--- config.mk ---
export PLATFORM = sky130hd
export DESIGN_NAME = interleaved_fifo_drain_scheduler
export DESIGN_NICKNAME = d
export VERILOG_FILES = /design/src/rtl/interleaved_fifo_drain_scheduler.sv
export SDC_FILE = /design/constraint.sdc
export NUM_CORES = 1
export LEC_CHECK = 0
export ABC_AREA = 1
export CORE_ASPECT_RATIO = 1.2
export CORE_MARGIN = 4
export CORE_UTILIZATION = 35
export DETAILED_ROUTE_END_ITERATION = 8
export GPL_ROUTABILITY_DRIVEN = 0
export PLACE_DENSITY = 0.73
export SLEW_MARGIN = 40
export SYNTH_ARGS = -nofsm -noshare
export SYNTH_HDL_FRONTEND = slang
export SYNTH_SLANG_ARGS = --single-unit
--- constraint.sdc ---
create_clock -name clk -period 1.7 [get_ports clk]
set_input_delay 0.17 -clock clk [delete_from_list [all_inputs] [get_ports clk]]
set_output_delay 0.17 -clock clk [all_outputs]
set_load 0.005 [all_outputs]
--- src/rtl/interleaved_fifo_drain_scheduler.sv ---
// Round-robin burst scheduler draining NUM_CH valid/ready FIFO channels into one registered stream.
// Optional build macro SCHED_CH0_PRIO_EN: channel 0 wins every IDLE arbitration when it has data.
module interleaved_fifo_drain_scheduler #(
    parameter int NUM_CH     = 4,
    parameter int DATA_WIDTH = 8,
    parameter int BURST_LEN  = 4
) (
    input  logic                           clk,
    input  logic                           rst,
    input  logic                           clear,
    input  logic [NUM_CH*DATA_WIDTH-1:0]   ch_data,
    input  logic [NUM_CH-1:0]              ch_valid,
    output logic [NUM_CH-1:0]              ch_ready,
    output logic [DATA_WIDTH-1:0]          out_data,
    output logic                           out_valid,
    input  logic                           out_ready,
    output logic [$clog2(NUM_CH)-1:0]      grant_id,
    output logic                           busy
);
    localparam int GW = $clog2(NUM_CH);
    localparam int BW = $clog2(BURST_LEN + 1);
    localparam logic [0:0]    IDLE  = 1'b0;
    localparam logic [0:0]    BURST = 1'b1;
    localparam logic [GW:0]   NCH   = (GW+1)'(NUM_CH);
    localparam logic [GW-1:0] LAST  = GW'(NUM_CH - 1);
    localparam logic [BW-1:0] BLAST = BW'(BURST_LEN - 1);

    logic [0:0]            state;
    logic [GW-1:0]         rr_ptr;
    logic [BW-1:0]         beat_cnt;
    logic                  sel_valid;
    logic [DATA_WIDTH-1:0] sel_data;
    logic [2*NUM_CH-1:0]   rot;
    logic [GW-1:0]         off;
    logic [GW:0]           sum;
    logic [GW-1:0]         pick;
    logic [GW-1:0]         winner;
    logic [GW-1:0]         g_next;
    logic                  in_burst;
    logic                  pop_ok;
    logic                  xfer;
    logic                  dry;
    logic                  last_beat;

    always_comb begin
        sel_valid = 1'b0;
        sel_data  = '0;
        for (int i = 0; i < NUM_CH; i++) begin
            if (GW'(i) == grant_id) begin
                sel_valid = ch_valid[i];
                sel_data  = ch_data[i*DATA_WIDTH +: DATA_WIDTH];
            end
        end
    end

    // Rotate the request vector so bit 0 is rr_ptr; the lowest set bit is the next winner.
    always_comb begin
        rot = {ch_valid, ch_valid} >> rr_ptr;
        off = '0;
        for (int k = NUM_CH - 1; k >= 0; k--) begin
            if (rot[k]) off = GW'(k);
        end
        sum  = {1'b0, rr_ptr} + {1'b0, off};
        pick = (sum >= NCH) ? GW'(sum - NCH) : GW'(sum);
    end

`ifdef SCHED_CH0_PRIO_EN
    assign winner = ch_valid[0] ? '0 : pick;
`else
    assign winner = pick;
`endif

    assign g_next    = (grant_id == LAST) ? '0 : grant_id + 1'b1;
    assign in_burst  = (state == BURST);
    assign busy      = in_burst;
    assign pop_ok    = !out_valid || out_ready;
    assign xfer      = in_burst && sel_valid && pop_ok;
    assign dry       = in_burst && pop_ok && !sel_valid;
    assign last_beat = xfer && (beat_cnt == BLAST);

    always_comb begin
        ch_ready = '0;
        for (int i = 0; i < NUM_CH; i++) begin
            if (in_burst && GW'(i) == grant_id) ch_ready[i] = pop_ok;
        end
    end

    always_ff @(posedge clk or posedge rst) begin
        if (rst) begin
            state     <= IDLE;
            rr_ptr    <= '0;
            grant_id  <= '0;
            beat_cnt  <= '0;
            out_valid <= 1'b0;
            out_data  <= '0;
        end else if (clear) begin
            state     <= IDLE;
            rr_ptr    <= '0;
            grant_id  <= '0;
            beat_cnt  <= '0;
            out_valid <= 1'b0;
            out_data  <= '0;
        end else begin
            if (state == IDLE) begin
                if (|ch_valid) begin
                    grant_id <= winner;
                    beat_cnt <= '0;
                    state    <= BURST;
                end
            end else begin
                // A stalled output keeps pop_ok low, so neither exit nor count fires.
                if (last_beat || dry) begin
                    state  <= IDLE;
                    rr_ptr <= g_next;
                end else if (xfer) begin
                    beat_cnt <= beat_cnt + 1'b1;
                end
            end
            if (xfer) begin
                out_data  <= sel_data;
                out_valid <= 1'b1;
            end else if (out_ready) begin
                out_valid <= 1'b0;
            end
        end
    end
endmodule

==> out/metrics.csv <==
stage,metric,value,unit
outcome,status,"finished, final reports clean",
placement,hpwl,3264,µm
route,first_pass_iters,4,
synth,postSynthCellCount,187,
synth,syn_avg_cell_area,7.367,µm²
timing,slew_violations,0,
critical_path,r2r-start,grant_id[0]$_DFFE_PP0P_,
critical_path,r2r_slack,0.11,ns
placement,place_area,2079,µm²
route,vias,1535,
timing,hold_viol_final,0,
critical_path,crit_fanout,5,
critical_path,r2r_end,out_data[4]$_DFFE_PP0P_,
synth,synth_top_area_share,30.88,%
timing,setup_viol,0,
cells_and_area,fin_area,2248,µm²
timing,finalWorstSetupSlack,0.09969,ns
global_routing,grt_max_degree,18,
worst_hold_path,min_path_type,primary input to asynchronous set/reset pin,
cells_and_area,drive_gt1_share,20.83,%
placement,numPortBuffers,55,
power_and_ir_drop,p_leak,0.9939,nW
clock_network,cts_tree,done,
route,antenna_left,0,
synth,ys_top_cells_by_area,"dfrtp_1 (31%), nand2_1 (13%), nand3_1 (9.4%)",
route,vias_per_cell,4.858,
route,wirelength,4171,µm
critical_path,end_kind,output port,
cells_and_area,regArea,429.2,µm²
cells_and_area,antenna_cells,0,
clock_network,clockBufferDepth,2,
synth,synth-seq-area-share,30.88,%
cells_and_area,area_delta_synth_final,63.22,%
route,initialDrtViolationCount,49,
cells_and_area,stdcell_count,316,
critical_path,critPathKind,register to output port,
timing,relSlewSlack,77.91,%
clock_network,htree_levels,1,
route,drc,0,
power_and_ir_drop,powerDensity,1426,nW/µm²
floorplanning,initial_core_util,37.00,%
critical_path,cp-start-kind,register,
floorplanning,rows,24,
timing,fin_crit,1.600,ns
critical_path,worst_ep_arrival_time,1.43,ns
timing,max_freq,624.9,MHz
placement,dp_slack,-0.08580,ns
global_routing,overflow,0,
power_and_ir_drop,ir_drop,0.6611,mV
critical_path,required,1.53,ns
cells_and_area,fillers,362,
placement,dp_cells,306,
floorplanning,core-area,3724,µm²
cells_and_area,multi_input_area,904.6,µm²
timing,clock_skew,0.002206,ns
floorplanning,die_width,65.27,µm
global_routing,grt_use_total,16.36,%
floorplanning,ios,56,
floorplanning,die_y,76.73,µm
synth,syn_area,1378,µm²
synth,synth_top_area_cell,dfrtp_1,
global_routing,grt_antenna_before_repair,0,
route,routedWlPerCell,13.20,µm
clock_network,cts.sinks,17,
clock_network,cts_buffers,3,
global_routing,grt_pass1_vias,1563,
clock_network,clk_pin_slew_worst_paths,0.07,ns
synth,syn_nets,234,
synth,synth_seq_cells,17,
critical_path,reg2reg_depth,11,
timing,period_share,94.14,%
floorplanning,dieArea,5008,µm²
clock_network,clockRootBuffer,clkbuf_8,
cells_and_area,nets,312,
synth,ys_types,30,
global_routing,grt_pass1_wl,6672,µm
synth,yosysWarnings,0,
timing,tightest_slew,0.3310,ns
clock_network,insertion_delay,0.25,ns
job,cap_violations,0,
registers in the layout, summed over array words and instances (netlist names):
name	count
out_data	8
beat_cnt	3
grant_id	2
rr_ptr	2
busy	1
out_valid	1
critical path, cell delays in order, from the launching register on:
cell           delay [ns]
dfrtp_2              0.46
buf_4                0.16
ha_4                 0.16
inv_4                0.09
nor2_1               0.05
dlygate4sd2_1        0.25
kinds of logic (layout without fill, tap and decap cells):
logic type | Yosys count | count (layout) | share of synthesized area, %
adder cells (fa/ha/maj) | 7 | 7 | 6.358
AO/OA/AOI/OAI | 24 | 24 | 11.08
flip-flops | 17 | 17 | 30.88
buffers and inverters | 23 | 100 | 8.537
multiplexers | 8 | 8 | 5.813
AND/OR/NAND/NOR | 108 | 108 | 37.33
timing repair:
item | in CTS | in global routing
setup endpoints to repair | 7 | 17
gates resized for setup | 18 | 10
hold buffers | 0 | 0
pin swaps | 2 | 1
endpoints found under the hold margin | 0 | 0
buffers inserted | 5 | 1
where the power goes:
part	internal, mW	total [mW]	switching, mW	leakage, nW
sequential	0.537	0.661	0.124	0.227
clock	0.166	0.305	0.138	0.0228
combinational	1.11	2.24	1.14	0.745
layer usage:
layer,vias up,track usage (%),part of all wire (%)
met5,-,0,0
met4,0,2.075,0
met3,0,3.947,6.5
met2,44,31.61,53
met1,706,17.96,40
li1,785,-,-
worst max-delay path by stage:
stage                     slack, ns                    start  cells past startpoint                      end
after floorplan                0.11  grant_id[1]$_DFFE_PP0P_                     11  beat_cnt[1]$_DFFE_PP0P_
after global placement        -0.08                out_ready                      6              ch_ready[2]
after detailed placement      -0.09                out_ready                      6              ch_ready[2]
after CTS                     0.006  grant_id[0]$_DFFE_PP0P_                      9  out_data[4]$_DFFE_PP0P_
after global routing        -0.0009  grant_id[0]$_DFFE_PP0P_                     12  out_data[4]$_DFFE_PP0P_
final                           0.1  grant_id[0]$_DFFE_PP0P_                      5              ch_ready[1]
layout make-up:
cell class | count | share of cell area, %
multi-input combinational | 147 | 40.23
sequential | 17 | 19.09
clock buffer | 4 | 2.003
tap | 52 | 2.894
timing repair buffer | 79 | 32.28
inverter | 17 | 3.506
placed cells by master (no fill, tap or decap), types with 8 or more instances in the layout:
master,n
clkdlybuf4s50_1,51
inv_1,11
mux2i_1,8
nand2_1,47
a31oi_1,8
nand3_1,26
nor2_1,18
o21ai_1,10
buf_4,24
dfrtp_1,14
metrics by stage:
| step | hold WS [ns] | TNS (ns) | util [%] | power, mW |
|---|---|---|---|---|
| 2_1_floorplan | 0.09607 | 0 | - | 1.878 |
| 3_3_place_gp | 0.4728 | -0.2248 | 55.85 | 2.629 |
| 3_5_place_dp | 0.4879 | -0.2855 | 55.85 | 2.659 |
| 4_1_cts | 0.2478 | 0 | 59.31 | 3.134 |
| 5_1_grt | 0.2648 | -0.001808 | 60.38 | 3.494 |
| 6_report | 0.2421 | 0 | 60.38 | 3.207 |
Yosys cell counts, drive strengths merged:
library cell and instances:
a21boi 1, a21oi 1, a22o 1, a31oi 8, and2 1, buf 6
clkinv 3, dfrtp 17, ha 7, inv 14, mux2i 8, nand2 52
nand3 28, nand3b 2, nand4 3, nor2 22, o211ai 1, o21ai 12
(Power assumes the default switching activity.)
